<file path="src/rtl/collect_fifo_wr_arb_if.sv">
// Write-side bundle between the producers, the arbiter and the collector FIFO.
//
// Handshake: a producer beat moves on a rising clk edge exactly when
// req_valid[i] and req_ready[i] are both high in that cycle. A producer
// holding req_valid high must keep its req_data slot stable until it sees
// ready. The same cycle raises fifo_wr_en with that word on fifo_din.
// fifo_full=1 blocks every beat.
interface collect_fifo_wr_arb_if #(
  parameter int NUM_REQ    = 4,
  parameter int DATA_WIDTH = 32
);
  logic [NUM_REQ-1:0]            req_valid;
  logic [NUM_REQ*DATA_WIDTH-1:0] req_data;
  logic [NUM_REQ-1:0]            req_ready;
  logic                          fifo_full;
  logic                          fifo_wr_en;
  logic [DATA_WIDTH-1:0]         fifo_din;

  // Producers and the FIFO, seen from outside the arbiter.
  modport master (
    output req_valid, req_data, fifo_full,
    input  req_ready, fifo_wr_en, fifo_din
  );

  // The arbiter itself.
  modport slave (
    input  req_valid, req_data, fifo_full,
    output req_ready, fifo_wr_en, fifo_din
  );
endinterface

</file>
<file path="src/rtl/collect_fifo_wr_arb.sv">
// Round-robin burst arbiter for the collector FIFO write port.
// A grant lasts up to BURST_LEN beats. Each producer's words land contiguously.
// Data is steered combinationally, so the arbiter adds no latency.
module collect_fifo_wr_arb #(
  parameter  int NUM_REQ    = 4,
  parameter  int DATA_WIDTH = 32,
  parameter  int BURST_LEN  = 8,
  localparam int GW         = $clog2(NUM_REQ),
  localparam int BW         = $clog2(BURST_LEN + 1)
) (
  input  logic                 clk,
  input  logic                 rst,
  collect_fifo_wr_arb_if.slave bus,
  output logic                 grant_active,
  output logic [GW-1:0]        grant_id,
  output logic [BW-1:0]        beat_cnt,
  output logic [GW-1:0]        rr_ptr
);

  typedef enum logic {IDLE, GRANT} state_t;

  state_t                state;
  logic [DATA_WIDTH-1:0] slot [NUM_REQ];
  logic [NUM_REQ-1:0]    ready;
  logic                  xfer;
  logic                  last_beat;
  logic                  release_grant;
  logic [GW-1:0]         next_start;
  logic [GW:0]           pick_rr;
  logic [GW:0]           pick_nx;

  // First valid requester scanning from start upward, with wrap.
  // Result is {found, index}. The loop walks backwards so the first index in
  // scan order is the one that survives.
  function automatic logic [GW:0] pick(input logic [NUM_REQ-1:0] valid,
                                       input logic [GW-1:0]      start);
    logic [GW:0] res;
    logic [GW:0] sum;
    res = '0;
    for (int k = NUM_REQ - 1; k >= 0; k--) begin
      sum = {1'b0, start} + (GW+1)'(k);
      if (sum >= (GW+1)'(NUM_REQ)) sum = sum - (GW+1)'(NUM_REQ);
      if (valid[sum[GW-1:0]]) res = {1'b1, sum[GW-1:0]};
    end
    return res;
  endfunction

  // Unpack the flat producer data bus into per-slot words.
  for (genvar i = 0; i < NUM_REQ; i++) begin : g_slot
    assign slot[i] = bus.req_data[i*DATA_WIDTH +: DATA_WIDTH];
  end

  assign grant_active = (state == GRANT);

  // Ready/transfer decode and the release decision for the current grant.
  always_comb begin
    ready = '0;
    if (grant_active && !bus.fifo_full) ready[grant_id] = 1'b1;
    xfer          = ready[grant_id] & bus.req_valid[grant_id];
    last_beat     = (beat_cnt == BW'(BURST_LEN - 1));
    release_grant = (xfer & last_beat) | ~bus.req_valid[grant_id];
    next_start    = (grant_id == GW'(NUM_REQ - 1)) ? '0 : grant_id + 1'b1;
    pick_rr       = pick(bus.req_valid, rr_ptr);
    pick_nx       = pick(bus.req_valid, next_start);
  end

  assign bus.req_ready  = ready;
  assign bus.fifo_wr_en = xfer;
  assign bus.fifo_din   = slot[grant_id];

  // Grant FSM: IDLE waits for any valid. GRANT counts beats and hands over
  // on release. The hand-over happens without a bubble when another
  // requester is waiting, or when the same requester is still valid.
  always_ff @(posedge clk or posedge rst) begin
    if (rst) begin
      state    <= IDLE;
      grant_id <= '0;
      beat_cnt <= '0;
      rr_ptr   <= '0;
    end else begin
      case (state)
        IDLE: begin
          if (pick_rr[GW]) begin
            state    <= GRANT;
            grant_id <= pick_rr[GW-1:0];
            beat_cnt <= '0;
          end
        end
        GRANT: begin
          if (release_grant) begin
            rr_ptr   <= next_start;
            beat_cnt <= '0;
            if (pick_nx[GW]) grant_id <= pick_nx[GW-1:0];
            else             state    <= IDLE;
          end else if (xfer) begin
            beat_cnt <= beat_cnt + 1'b1;
          end
        end
        default: state <= IDLE;
      endcase
    end
  end

endmodule
</file>
<file path="src/flat_wrapper.sv">
// flat-port wrapper written by rule: the top's interface ports become plain ports
module collect_fifo_wr_arb_flat 
#(
  parameter  int NUM_REQ    = 4,
  parameter  int DATA_WIDTH = 32,
  parameter  int BURST_LEN  = 8,
  localparam int GW         = $clog2(NUM_REQ),
  localparam int BW         = $clog2(BURST_LEN + 1)
)
  (clk, rst, grant_active, grant_id, beat_cnt, rr_ptr, bus_req_valid, bus_req_data, bus_fifo_full, bus_req_ready, bus_fifo_wr_en, bus_fifo_din);
  collect_fifo_wr_arb_if #(.NUM_REQ(NUM_REQ), .DATA_WIDTH(DATA_WIDTH)) bus_i ();
  input  logic clk;
  input  logic rst;
  output logic grant_active;
  output logic [GW-1:0] grant_id;
  output logic [BW-1:0] beat_cnt;
  output logic [GW-1:0] rr_ptr;
  input wire logic [$bits(bus_i.req_valid)-1:0] bus_req_valid;
  input wire logic [$bits(bus_i.req_data)-1:0] bus_req_data;
  input wire logic [$bits(bus_i.fifo_full)-1:0] bus_fifo_full;
  output wire logic [$bits(bus_i.req_ready)-1:0] bus_req_ready;
  output wire logic [$bits(bus_i.fifo_wr_en)-1:0] bus_fifo_wr_en;
  output wire logic [$bits(bus_i.fifo_din)-1:0] bus_fifo_din;
  assign bus_i.req_valid = bus_req_valid;
  assign bus_i.req_data = bus_req_data;
  assign bus_i.fifo_full = bus_fifo_full;
  assign bus_req_ready = bus_i.req_ready;
  assign bus_fifo_wr_en = bus_i.fifo_wr_en;
  assign bus_fifo_din = bus_i.fifo_din;
  collect_fifo_wr_arb #(.NUM_REQ(NUM_REQ), .DATA_WIDTH(DATA_WIDTH), .BURST_LEN(BURST_LEN)) u_core (.clk(clk), .rst(rst), .bus(bus_i), .grant_active(grant_active), .grant_id(grant_id), .beat_cnt(beat_cnt), .rr_ptr(rr_ptr));
endmodule
</file>
<file path="config.mk">
export PLATFORM = sky130hd
export DESIGN_NAME = collect_fifo_wr_arb_flat
export DESIGN_NICKNAME = d
export VERILOG_FILES = /design/src/rtl/collect_fifo_wr_arb_if.sv /design/src/rtl/collect_fifo_wr_arb.sv /design/src/flat_wrapper.sv
export SDC_FILE = /design/constraint.sdc
export NUM_CORES = 1
export LEC_CHECK = 0
export BUFFER_PORTS_ARGS = -buffer_cell sky130_fd_sc_hd__clkbuf_2
export CAP_MARGIN = 20
export CORE_MARGIN = 1
export CORE_UTILIZATION = 35
export DETAILED_ROUTE_END_ITERATION = 7
export MAX_ROUTING_LAYER = met4
export PLACE_DENSITY = 0.83
export SYNTH_ARGS = -nofsm -noshare
export SYNTH_HDL_FRONTEND = slang
export SYNTH_SLANG_ARGS = --single-unit
</file>
<file path="constraint.sdc">
create_clock -name clk -period 2.6 [get_ports clk]
set_input_delay 0.39 -clock clk [delete_from_list [all_inputs] [get_ports clk]]
set_output_delay 0.39 -clock clk [all_outputs]
set_load 0.05 [all_outputs]
</file>
==> impl_metrics.env, run 1 <==
export IMPL_track_usage_pct=24.9
export IMPL_synth_main_ff_cell="dfrtp_1"
export IMPL_worstSetupPathType="register to output port"
export IMPL_netlist_instances=127
export IMPL_tightestPinTransition_ns=0.408
export IMPL_maxCapViolCount=0
export IMPL_period_share_pct=91.2
export IMPL_hold_violations=0
export IMPL_row_count=24
export IMPL_dp_cells=350
export IMPL_synth_simple_gate_area_share_pct=11.0
export IMPL_power_density_nw_per_um2=1330
export IMPL_synth_top_family_by_area="multiplexers"
export IMPL_grt_ovfl_total=0
export IMPL_final_area_sq_um=2530
export IMPL_worst_r2r_path_depth=7
export IMPL_ir_worst_vdd_v=0.000958
export IMPL_p_leak_nw=1.34
export IMPL_internal_power_mw=1.30
export IMPL_n_fill_cell=385
export IMPL_setup_viol=0
export IMPL_async_flop_share_pct=100
export IMPL_slowest_delay_ns=0.50
export IMPL_synth_edf_count=0
export IMPL_dieHeight_um=69.6
export IMPL_rsz0062_at_grt="false"
export IMPL_synth_mux_area_share_pct=51.2
export IMPL_post_cts_buffers=0
export IMPL_cp_depth=5
export IMPL_switching_share_pct=61.5
export IMPL_cpMaxStageDelayCell="mux4_2"
export IMPL_ys_types=45
export IMPL_root_buffer="clkbuf_8"
export IMPL_fmaxAchievable_mhz=422
export IMPL_worstPathRequired_ns=2.21
export IMPL_grt_max_degree=33
export IMPL_synthAdderAreaFrac_pct=4.69
export IMPL_vias=1876
export IMPL_layout_commonest_cell="clkbuf_2"
export IMPL_critPathArrivalTime_ns=1.98
export IMPL_fin_skew_ns=0.00685
export IMPL_clock_latency_ns=0.24
export IMPL_cts_resized=0
export IMPL_area_growth_pct=58.1
export IMPL_gp_congestion=0.874
export IMPL_post_dp_hpwl_um=5390
export IMPL_io_buffers=180
export IMPL_total_power_mw=3.37
export IMPL_core_sq_um=4380
export IMPL_stdcell_count=356
export IMPL_drt_total_wl_um=6080
export IMPL_pwr_share_comb_pct=87.0
export IMPL_clkTransAtPathRegs_ns=0.05
export IMPL_cts_buffers=3
export IMPL_syn_num_nets=268
export IMPL_ys_top_cells_by_area="mux4_2, dfrtp_1, ha_1"
export IMPL_syn_area_per_cell_sq_um=12.6
export IMPL_syn_area_sq_um=1600
export IMPL_path_max_fanout=9
export IMPL_setup_tns_ns=0
export IMPL_yosysTopAreaCellShare_pct=46.4
export IMPL_htreeDepth=1
export IMPL_drt_first_pass_iters=4
export IMPL_hold_buffers=0
export IMPL_cp_top_family="multiplexers"
export IMPL_period_minus_slack_ns=2.37
export IMPL_status="finished clean"
export IMPL_max_slew_margin_pct=72.8
export IMPL_path_buf_inv=2
export IMPL_p_switching_mw=2.07
export IMPL_seqCellArea_sq_um=228
export IMPL_postPlaceCellArea_sq_um=2480
export IMPL_via_per_inst=5.27
export IMPL_die_area_sq_um=4850
export IMPL_p_seq_share_pct=8.0
export IMPL_crit_path_end_kind="output port"
export IMPL_synth_compound_area_share_pct=9.06
export IMPL_dr_first_iter_drc_count=28
export IMPL_worstPathCellList="inv_1 > ha_1 > mux4_2 > and3_2 > clkbuf_2"
export IMPL_antenna_found_initial=2
export IMPL_multi_input_area_sq_um=1240
export IMPL_clk_path_buf_depth=2
export IMPL_ys_ff_latch=9
export IMPL_mostFrequentLayoutCells="clkbuf_2, mux4_2, nor2_1"
export IMPL_yosys_area_top_type="mux4_2"
export IMPL_yosys_warnings=0
export IMPL_hold_path_class="primary input to async pin"
export IMPL_yosysSeqAreaShare_pct=14.1
export IMPL_start_util_pct=36.5
export IMPL_synth_xor_area_share_pct=1.64
export IMPL_finalMaxSlewViolations=0
export IMPL_nets=444
export IMPL_cts_tree="yes"
export IMPL_drive_gt1_share_pct=75.8
export IMPL_first_global_vias=1874
export IMPL_ios=181
export IMPL_startpoint_type="register"
export IMPL_avgRoutedWirePerCell_um=17.1
export IMPL_pwr_share_clk_pct=5.1
export IMPL_grt_pass1_wl_um=9030
export IMPL_numClockSinks=9
export IMPL_die_x_um=69.6
export IMPL_drc_errors=0
export IMPL_ant_nets=0
## final timing paths
check | from | endpoint | slack, ns
worst max-delay path | u_core.grant_id[0] | bus_fifo_wr_en | 0.23
worst min-delay path | rst | u_core.rr_ptr[0] | 0.10
worst max register to register | u_core.grant_id[0] | u_core.grant_id[1] | 0.40
worst min register to register | u_core.beat_cnt[1] | u_core.beat_cnt[1] | 0.57
max in group asynchronous | rst | u_core.grant_id[0] | 2.19
min in group clk | bus_req_valid[0] | u_core.grant_active | 0.56
## cell type report
type	instances	share of cell area (%)
multi-input cells	100	49.1
repair buffers	183	36.5
flip-flops and latches	9	8.99
well taps	52	2.57
clock buffers	4	1.78
inverters	6	0.889
diodes	2	0.198
## through the flow
stage	setup WS [ns]	hold slack, ns	utilization (%)
floorplan	0.150	0.218	-
global placement	0.498	0.353	56.6
detailed placement	0.410	0.375	56.6
CTS	0.215	0.117	57.6
global route	0.135	0.127	57.8
finish	0.228	0.103	57.8
## power by group through the flow
stage          Clock (mW)  Combinational [mW]  Sequential (mW)
5_1_grt             0.186                3.07            0.277
2_1_floorplan           0                2.35            0.378
3_3_place_gp            0                2.91            0.264
3_5_place_dp            0                2.96            0.268
4_1_cts             0.174                2.96            0.267
6_report            0.171                2.93            0.269
## registers in the layout, summed over array words and instances (netlist names)
| signal | count |
|---|---|
| u_core.beat_cnt | 4 |
| u_core.grant_active | 1 |
| u_core.grant_id | 2 |
| u_core.rr_ptr | 2 |
## per-layer routing
layer	GRT usage [%]	up-vias	part of all wire, %
li1	-	879	-
met1	26.7	896	36
met2	39.5	95	48
met3	15.1	6	15
met4	5.78	0	1.5
met5	-	-	0
## kinds of logic after synthesis
group	count (synthesis)
flops	9
compound gates	21
buf+inv	18
mux	38
fa+ha+maj	6
xor+xnor	3
simple gates	32
## synthesized netlist by cell type (2+ instances only)
cell type,n
a21oi_1,4
inv_1,6
clkbuf_8,4
buf_2,2
nor2_1,9
nand3_1,2
buf_4,2
mux4_2,33
xor2_1,2
clkbuf_1,2
and2_1,5
mux2_4,2
ha_1,6
o21ai_0,3
nand2_1,5
dfrtp_1,9
buf_6,2
o31ai_1,2
## worst reg2reg max path, cell delays in order, from the launching register on
cell and delay (ns):
dfrtp_2 0.46, inv_1 0.11, ha_1 0.22, mux4_2 0.50, nand2_2 0.11, o311a_1 0.22, nand2b_4 0.16, mux2_4 0.29
Note: power is estimated with default switching activity, not from simulation.
==> inputs of run 2 (changes only) <==
--- a/config.mk
+++ b/config.mk
@@ -11,7 +11,7 @@
 export CORE_UTILIZATION = 35
 export DETAILED_ROUTE_END_ITERATION = 7
 export MAX_ROUTING_LAYER = met4
-export PLACE_DENSITY = 0.83
+export PLACE_DENSITY = 0.85
 export SYNTH_ARGS = -nofsm -noshare
 export SYNTH_HDL_FRONTEND = slang
 export SYNTH_SLANG_ARGS = --single-unit
==> run 2 against run 1 <==
Total power decreased by 0.52%. First-iteration DRC count increased by 110%. Clock power decreased by 8%. Setup slack improved by 0.026 ns. Critical path depth decreased by 2. Via count increased by 1.1%. Hold slack got worse by 0.012 ns. Non-clock buffer count unchanged. Register-to-register slack improved by 0.02 ns. Flip-flop and latch count unchanged. Die area unchanged. Cell area increased by 0.30%. Critical path type unchanged. Critical endpoint is now bus_fifo_din[29]. Largest cell class unchanged. Largest power group unchanged. Highest routed layer unchanged.
==> impl_metrics.env, run 2 (synthesized netlist as in run 1, its figures left out) <==
export IMPL_status="finished clean"
export IMPL_via_per_inst=5.28
export IMPL_start_util_pct=36.5
export IMPL_path_buf_inv=2
export IMPL_finalMaxSlewViolations=0
export IMPL_tightestPinTransition_ns=0.557
export IMPL_drt_total_wl_um=6350
export IMPL_fmaxAchievable_mhz=426
export IMPL_drt_first_pass_iters=4
export IMPL_power_density_nw_per_um2=1320
export IMPL_critPathArrivalTime_ns=1.96
export IMPL_grt_use_met2_pct=40.1
export IMPL_drc_errors=0
export IMPL_area_growth_pct=58.6
export IMPL_path_max_fanout=31
export IMPL_top_regs="u_core.beat_cnt x4, u_core.grant_id x2, u_core.rr_ptr x2"
export IMPL_row_count=24
export IMPL_busiest_layer="met2"
export IMPL_period_minus_slack_ns=2.35
export IMPL_grt_use_met1_pct=25.9
export IMPL_hold_violations=0
export IMPL_post_dp_hpwl_um=5660
export IMPL_cp_depth=3
export IMPL_clock_latency_ns=0.23
export IMPL_die_area_sq_um=4850
export IMPL_vias=1897
export IMPL_total_power_mw=3.36
export IMPL_post_cts_buffers=0
export IMPL_r2r_setup_slack_ns=0.42
export IMPL_hold_path_class="primary input to async pin"
export IMPL_crit_path_end_kind="output port"
export IMPL_gp_congestion=0.974
export IMPL_worstPathRequired_ns=2.21
export IMPL_rsz0062_at_grt="false"
export IMPL_cts_resized=0
export IMPL_cts_tree="yes"
export IMPL_dieHeight_um=69.6
export IMPL_cts_buffers=3
export IMPL_worstSetupPathType="register to output port"
export IMPL_dr_first_iter_drc_count=58
export IMPL_crit_path_start="u_core.grant_id[0]"
export IMPL_setup_tns_ns=0
export IMPL_period_share_pct=90.2
export IMPL_worst_r2r_path_depth=7
export IMPL_final_util_pct=57.9
export IMPL_io_buffers=180
export IMPL_fin_skew_ns=0.00199
export IMPL_core_sq_um=4380
export IMPL_grt_max_degree=32
export IMPL_antenna_found_initial=2
export IMPL_drive_gt1_share_pct=75.8
export IMPL_hold_buffers=0
export IMPL_post_place_ws_ns=0.430
export IMPL_worst_slack_ns=0.255
export IMPL_setup_viol=0
export IMPL_layout_commonest_cell="clkbuf_2"
export IMPL_p_leak_nw=1.34
export IMPL_clkTransAtPathRegs_ns=0.04
export IMPL_ios=181
export IMPL_numClockSinks=9
export IMPL_grt_pass1_wl_um=9270
export IMPL_clk_path_buf_depth=2
export IMPL_mostFrequentLayoutCells="clkbuf_2, mux4_2, nor2_1"
export IMPL_cpMaxStageDelayCell="mux4_2"
export IMPL_slowest_delay_ns=0.58
export IMPL_max_slew_margin_pct=62.9
export IMPL_avgRoutedWirePerCell_um=17.7
export IMPL_ir_worst_vdd_v=0.000645
export IMPL_first_global_vias=1886
export IMPL_top_register="u_core.beat_cnt"
export IMPL_htreeDepth=1
export IMPL_cp_endpoint="bus_fifo_din[29]"
export IMPL_maxCapViolCount=0
export IMPL_root_buffer="clkbuf_8"
export IMPL_grt_ovfl_total=0
export IMPL_ant_nets=0
export IMPL_worstPathCellList="buf_4 > mux4_2 > clkbuf_2"
export IMPL_nets=444
export IMPL_track_usage_pct=25.8
export IMPL_die_x_um=69.6
export IMPL_r2r_end="u_core.grant_id[0]"
export IMPL_startpoint_type="register"
export IMPL_cp_top_family="buffers and inverters"
export IMPL_largest_reg_flops=4
export IMPL_grtUsageMet3_pct=17.0
export IMPL_timing_rr_start="u_core.grant_id[1]"
[run 2: cell types whose count changed in the layout (fill, tap and decap cells not counted), sizes merged]
cell,change
diode,+3
[run 2: layout make-up]
class                      count  area (sq um)
fill                         389          1840
multi-input combinational    100          1240
timing repair buffer         183           923
sequential                     9           228
tap                           52          65.1
clock buffer                   4          45.0
inverter                       6          22.5
antenna                        5          12.5
[run 2: how the worst min path moves through the flow]
stage / startpoint / to / slack, ns
finish: rst / u_core.beat_cnt[3] / 0.09
CTS: rst / u_core.beat_cnt[0] / 0.1
detailed placement: rst / u_core.beat_cnt[2] / 0.34
floorplan: rst / u_core.beat_cnt[0] / 0.22
global route: rst / u_core.grant_active / 0.13
global placement: rst / u_core.beat_cnt[3] / 0.34
[run 2: report_power, final]
part,internal (mW),switching (mW),leakage (nW),total [mW]
Clock,0.106,0.0502,0.0228,0.157
Combinational,1.00,1.94,1.20,2.94
Sequential,0.187,0.0705,0.110,0.257
Total,1.30,2.06,1.34,3.36
[run 2: metrics by stage]
step,std cells,hold slack (ns),instance area (sq um)
finish,359,0.0911,2540
global route,356,0.128,2530
CTS,354,0.0960,2530
detailed placement,350,0.342,2480
global placement,350,0.335,2480
floorplan,127,0.218,1600
[run 2: layer usage]
layer	vias up	share of wire [%]	wire, um
met1	881	33	2100
li1	881	-	-
met4	0	3.3	207
met3	15	17	1070
met2	120	47	2980
met5	-	0	0
